===== config.mk =====
export PLATFORM = sky130hd
export DESIGN_NAME = ysyx_23060096_divider
export DESIGN_NICKNAME = d
export VERILOG_FILES = /design/src/rtl/ysyx_23060096_divider.sv
export SDC_FILE = /design/constraint.sdc
export NUM_CORES = 1
export LEC_CHECK = 0
export BUFFER_PORTS_ARGS = -buffer_cell sky130_fd_sc_hd__buf_2
export CORE_ASPECT_RATIO = 0.9
export CORE_UTILIZATION = 30
export DETAILED_ROUTE_END_ITERATION = 16
export HOLD_SLACK_MARGIN = 0.02
export PLACE_DENSITY = 0.53
export SLEW_MARGIN = 20
export SYNTH_ARGS = -nofsm -noshare
export SYNTH_HDL_FRONTEND = slang
export SYNTH_SLANG_ARGS = --single-unit

===== constraint.sdc =====
create_clock -name clk -period 4.8 [get_ports clk]
set_input_delay 0.96 -clock clk [delete_from_list [all_inputs] [get_ports clk]]
set_output_delay 0.96 -clock clk [all_outputs]
set_load 0.01 [all_outputs]

===== src/rtl/ysyx_23060096_divider.sv =====
// ysyx_23060096_divider
//   Iterative restoring divider for RV32M DIV/DIVU/REM/REMU. One quotient
//   bit is produced per cycle, MSB first. Each trial subtraction goes
//   through the shared external 32-bit adder/subtractor over the add_*
//   ports.
//
//   Ports
//     clk, rst_n         clock, synchronous active-low reset
//     flush              abort any in-flight operation and drop its result
//     in_valid/in_ready  request handshake; carries in_dividend, in_divisor
//                        and in_signed (1 = DIV/REM, 0 = DIVU/REMU)
//     out_valid/out_ready
//                        response handshake; carries out_quotient,
//                        out_remainder and out_dbz (divide by zero)
//     add_a, add_b, add_op
//                        adder operands and op (1 = subtract); these are
//                        driven only in CALC and are zero elsewhere
//     add_result, add_carry
//                        adder result and carry-out (1 = no borrow)
//
//   Timing
//     A request accepted at edge T spends 32 cycles in CALC and 1 in FIX.
//     out_valid is high from the cycle after edge T+33. A zero divisor and
//     signed overflow both skip CALC, so out_valid is high right after edge T.
module ysyx_23060096_divider #(
  parameter int XLEN  = 32,
  parameter int CNT_W = 6
) (
  input  logic            clk,
  input  logic            rst_n,
  input  logic            flush,
  input  logic            in_valid,
  output logic            in_ready,
  input  logic [XLEN-1:0] in_dividend,
  input  logic [XLEN-1:0] in_divisor,
  input  logic            in_signed,
  output logic            out_valid,
  input  logic            out_ready,
  output logic [XLEN-1:0] out_quotient,
  output logic [XLEN-1:0] out_remainder,
  output logic            out_dbz,
  output logic [XLEN-1:0] add_a,
  output logic [XLEN-1:0] add_b,
  output logic            add_op,
  input  logic [XLEN-1:0] add_result,
  input  logic            add_carry
);

  typedef enum logic [1:0] {IDLE, CALC, FIX, DONE} state_t;

  typedef struct packed {
    logic [XLEN-1:0] quo;
    logic [XLEN-1:0] rem;
    logic            dbz;
  } div_rsp_t;

  localparam logic [XLEN-1:0]  INT_MIN  = {1'b1, {(XLEN-1){1'b0}}};
  localparam logic [XLEN-1:0]  ALL_ONES = '1;
  localparam logic [CNT_W-1:0] LAST_IT  = CNT_W'(XLEN - 1);

  state_t          state;
  div_rsp_t        rsp;
  logic [XLEN-1:0] dq;      // dividend shifting out MSB-first, quotient shifting in
  logic [XLEN-1:0] dvs;     // divisor magnitude
  logic [XLEN-1:0] prem;    // partial remainder
  logic [CNT_W-1:0] cnt;
  logic            q_neg, r_neg;

  // Operand signs and magnitudes. Negation here is local, not the shared adder.
  logic            sgn_a, sgn_b;
  logic [XLEN-1:0] abs_a, abs_b;
  assign sgn_a = in_signed & in_dividend[XLEN-1];
  assign sgn_b = in_signed & in_divisor[XLEN-1];
  assign abs_a = sgn_a ? (~in_dividend + 1'b1) : in_dividend;
  assign abs_b = sgn_b ? (~in_divisor  + 1'b1) : in_divisor;

  // The shifted-out remainder MSB acts as bit 32 of the trial value. When it
  // is set, the trial is already >= divisor, and the 32-bit difference is exact.
  logic [XLEN-1:0] trial;
  logic            hi, take;
  assign trial = {prem[XLEN-2:0], dq[XLEN-1]};
  assign hi    = prem[XLEN-1];
  assign take  = hi | add_carry;

  // The adder is driven combinationally so that its result can be consumed
  // in the same cycle.
  always_comb begin
    add_a  = '0;
    add_b  = '0;
    add_op = 1'b0;
    if (state == CALC) begin
      add_a  = trial;
      add_b  = dvs;
      add_op = 1'b1;
    end
  end

  assign out_quotient  = rsp.quo;
  assign out_remainder = rsp.rem;
  assign out_dbz       = rsp.dbz;

  always_ff @(posedge clk) begin
    if (!rst_n) begin
      state     <= IDLE;
      in_ready  <= 1'b1;
      out_valid <= 1'b0;
      rsp       <= '0;
      dq        <= '0;
      dvs       <= '0;
      prem      <= '0;
      cnt       <= '0;
      q_neg     <= 1'b0;
      r_neg     <= 1'b0;
    end else if (flush && state != IDLE) begin
      // flush wins over a pending out handshake
      state     <= IDLE;
      in_ready  <= 1'b1;
      out_valid <= 1'b0;
    end else begin
      case (state)
        IDLE: begin
          if (in_valid && !flush) begin
            in_ready <= 1'b0;
            if (in_divisor == '0) begin
              rsp       <= '{quo: ALL_ONES, rem: in_dividend, dbz: 1'b1};
              out_valid <= 1'b1;
              state     <= DONE;
            end else if (in_signed && in_dividend == INT_MIN && in_divisor == ALL_ONES) begin
              rsp       <= '{quo: INT_MIN, rem: '0, dbz: 1'b0};
              out_valid <= 1'b1;
              state     <= DONE;
            end else begin
              dq    <= abs_a;
              dvs   <= abs_b;
              q_neg <= sgn_a ^ sgn_b;
              r_neg <= sgn_a;
              prem  <= '0;
              cnt   <= '0;
              state <= CALC;
            end
          end
        end
        CALC: begin
          prem <= take ? add_result : trial;
          dq   <= {dq[XLEN-2:0], take};
          cnt  <= cnt + 1'b1;
          if (cnt == LAST_IT) state <= FIX;
        end
        FIX: begin
          rsp.quo   <= q_neg ? -dq : dq;
          rsp.rem   <= r_neg ? -prem : prem;
          rsp.dbz   <= 1'b0;
          out_valid <= 1'b1;
          state     <= DONE;
        end
        DONE: begin
          if (out_ready) begin
            out_valid <= 1'b0;
            in_ready  <= 1'b1;
            state     <= IDLE;
          end
        end
        default: state <= IDLE;
      endcase
    end
  end

endmodule


==> results.json <==
{
  "yosysWarnings": 0,
  "grt_usage_pct": 19.66,
  "grt_pass1_vias": 10080,
  "cp.required_ps": 5160,
  "setup_tns_ps": 0,
  "power_mw": 5.373,
  "fin_crit_ps": 3498,
  "yosysTopAreaCell": "dfxtp_1",
  "cp_max_fo": 66,
  "syn_nets": 1518,
  "cellPowerDensity_nw_per_um2": 404.1,
  "areaGrowthSynthToFinish_pct": 18.46,
  "cp-startpoint": "in_divisor[3]",
  "fin_area_um2": 13300,
  "status": "completed",
  "synth_top_area_share_pct": 30.86,
  "fp-row-count": 66,
  "start_util_pct": 30.75,
  "slowest_stage": "or4_1",
  "cts_resized": 0,
  "setup_viol": 0,
  "nets": 1672,
  "synth_cell_types": 64,
  "first_pass_iters": 5,
  "slew_viol_final": 0,
  "cts_setup_buffers": 0,
  "dpl.hpwl_um": 27540,
  "cts-htree-levels": 4,
  "ys.flop_type": "dfxtp_1",
  "finClkSkew_ps": 10.20,
  "antenna_found_initial": 6,
  "die_h_um": 185.5,
  "cp-start-kind": "input port",
  "grt_pass1_wl_um": 58790,
  "cts_buffer_depth": 2,
  "cp.depth": 8,
  "core_um2": 36500,
  "worst_slack_ps": 1302,
  "endpoint_kind": "flop",
  "netlist_instances": 1405,
  "peakVddDrop_mv": 0.2421,
  "cts_tree": "built",
  "clk_pin_slew_ps": 70,
  "insertion_delay_ps": 440,
  "worst_pin_slew_ps": 878.7,
  "synth_area_um2": 11220,
  "ios": 235,
  "dp_slack_ps": 889.4,
  "hp-class": "reg -> reg",
  "crit_chain": "buf_2 -> or4_1 -> nor3_2 -> nand4_1 -> o21a_1 -> a22oi_4 -> buf_12 -> mux2i_1",
  "gr-total-overflow": 0,
  "drc": 0,
  "whs_path_depth": 2,
  "cp.arrival_ps": 3860,
  "drv_cap": 0,
  "grt_start_max_net_pins": 75,
  "async_reset_ff_share_pct": 0,
  "seq_area_frac_synth_pct": 30.86,
  "drtIter0Drc": 796,
  "slowest_delay_ps": 590,
  "leakagePower_nw": 5.692,
  "gp_congestion": 0.8993,
  "crit_type": "in -> reg",
  "holdCritStartpoint": "out_quotient[24]$_SDFFE_PN0P_",
  "numClockSinks": 173,
  "antenna_left": 0,
  "synthTopCellsByArea": "dfxtp_1 31%, xnor2_1 6.5%, mux2i_1 6.2%",
  "r2r_cells": 6,
  "max_freq_mhz": 285.9,
  "reg2reg_from": "prem[4]$_SDFFE_PN0P_",
  "hold_viol": 0,
  "die_area_um2": 38190,
  "die_w_um": 205.9,
  "relSlewSlack_pct": 41.36,
  "min_period_over_period_pct": 72.87,
  "holdBufCountCts": 0,
  "cp_num_buf_inv": 2,
  "placed_area_um2": 12680,
  "routed_via_density": 5.307,
  "critical-path-top-delay-family": "simple AND/OR/NAND/NOR gates",
  "syn_avg_cell_area_um2": 7.988,
  "synth_edf_count": 0,
  "clockRootBuffer": "clkbuf_16",
  "drive_above_1_share_pct": 19.53,
  "cts_buffers": 17,
  "wl_per_cell_um": 18.42,
  "synth-seq-cells": 173,
  "numPortBuffers": 234,
  "wirelength_um": 37810,
  "vias": 10900,
  "rsz0062_at_grt": "no"
}
-- synthesized netlist by cell type, types with 3 or more instances --
| master | instances |
|---|---|
| nand2_1 | 178 |
| dfxtp_1 | 173 |
| clkbuf_1 | 98 |
| xnor2_1 | 83 |
| a21oi_1 | 73 |
| mux2i_1 | 69 |
| and2_1 | 67 |
| nand2b_1 | 63 |
| a22oi_1 | 59 |
| o211ai_1 | 53 |
| o21ai_0 | 50 |
| a211oi_1 | 45 |
| o31ai_1 | 41 |
| nor3_1 | 39 |
| nor2_1 | 37 |
| xor2_1 | 29 |
| nand3_1 | 25 |
| nand4_1 | 25 |
| inv_1 | 22 |
| nor4_1 | 21 |
| o41ai_1 | 21 |
| or4_1 | 17 |
| or3_1 | 13 |
| a31oi_1 | 10 |
| buf_2 | 10 |
| ha_1 | 10 |
| a221o_1 | 5 |
| nand3b_1 | 5 |
| nor2b_1 | 5 |
| nor3b_1 | 5 |
| buf_8 | 4 |
| a21o_1 | 3 |
| and3_1 | 3 |
| or2_2 | 3 |
-- worst min-delay path, cell delays in order (launching register included) --
cell,delay [ps]
dfxtp_1,310
nand2_1,50
a22oi_1,50
-- worst paths after layout --
path,to,slack [ps]
worst max-delay path,prem[26]$_SDFFE_PN0P_,1300
worst min-delay path,out_quotient[24]$_SDFFE_PN0P_,460
worst max register to register,out_remainder[31]$_SDFFE_PN0P_,2000
worst min register to register,out_quotient[24]$_SDFFE_PN0P_,460
-- cell type report --
cell class	instances	area (um2)
Fill cell	3898	23200
Clock inverter	10	128.9
Tap cell	476	595.6
Inverter	23	86.33
Clock buffer	22	474.2
Timing Repair Buffer	252	1325
Multi-Input combinational cell	1092	7209
Antenna cell	5	12.51
Sequential cell	173	3463
-- cell usage in the layout, fill, tap and decap left out, types with 39 or more instances in the layout --
cell / count
a211oi_1: 45
a21oi_1: 73
a22oi_1: 59
and2_1: 67
buf_2: 233
dfxtp_1: 173
mux2i_1: 69
nand2_1: 178
nand2b_1: 63
nor3_1: 39
o211ai_1: 53
o21ai_0: 49
o31ai_1: 41
xnor2_1: 83
-- flip-flops by register name, summed over array words and instances, names as in the netlist, 2 cells and up --
name / count
state: 2
out_remainder: 32
dq: 32
dvs: 32
prem: 32
out_quotient: 32
cnt: 6
-- cell families (layout without fill, tap and decap cells) --
kind of cell	after synthesis	count (layout)	synth area share, %
AOI/OAI and AO/OA	383	383	23.51
xor gates and xnor gates	112	112	8.740
adders and majority gates	10	10	1.115
buffers and inverters	140	307	5.396
DFF	173	173	30.86
muxes	69	69	6.154
other	0	5	0
and+or+nand+nor	518	518	24.23
-- report_power, final --
group	total (mW)	switching [mW]	internal, mW
clock	1.44	0.619	0.819
combinational	2.01	1.24	0.770
sequential	1.92	0.231	1.69
total	5.37	2.09	3.28
-- metal layers --
layer | wire length [um] | track usage (%)
met4 | 1179 | 8.235
met1 | 18130 | 27.97
met5 | 0 | 0
met3 | 1757 | 3.449
met2 | 16740 | 28.94
-- per-stage QoR --
| stage | utilization [%] | hold WS (ps) | cells |
|---|---|---|---|
| CTS | 36.39 | 457.7 | 2048 |
| detailed placement | 34.74 | 447.0 | 2016 |
| global route | 36.43 | 477.6 | 2053 |
| floorplan | - | 444.7 | 1405 |
| finish | 36.43 | 458.9 | 2053 |
| global placement | 34.72 | 443.5 | 2016 |
Power figures use the tool's default switching activity.
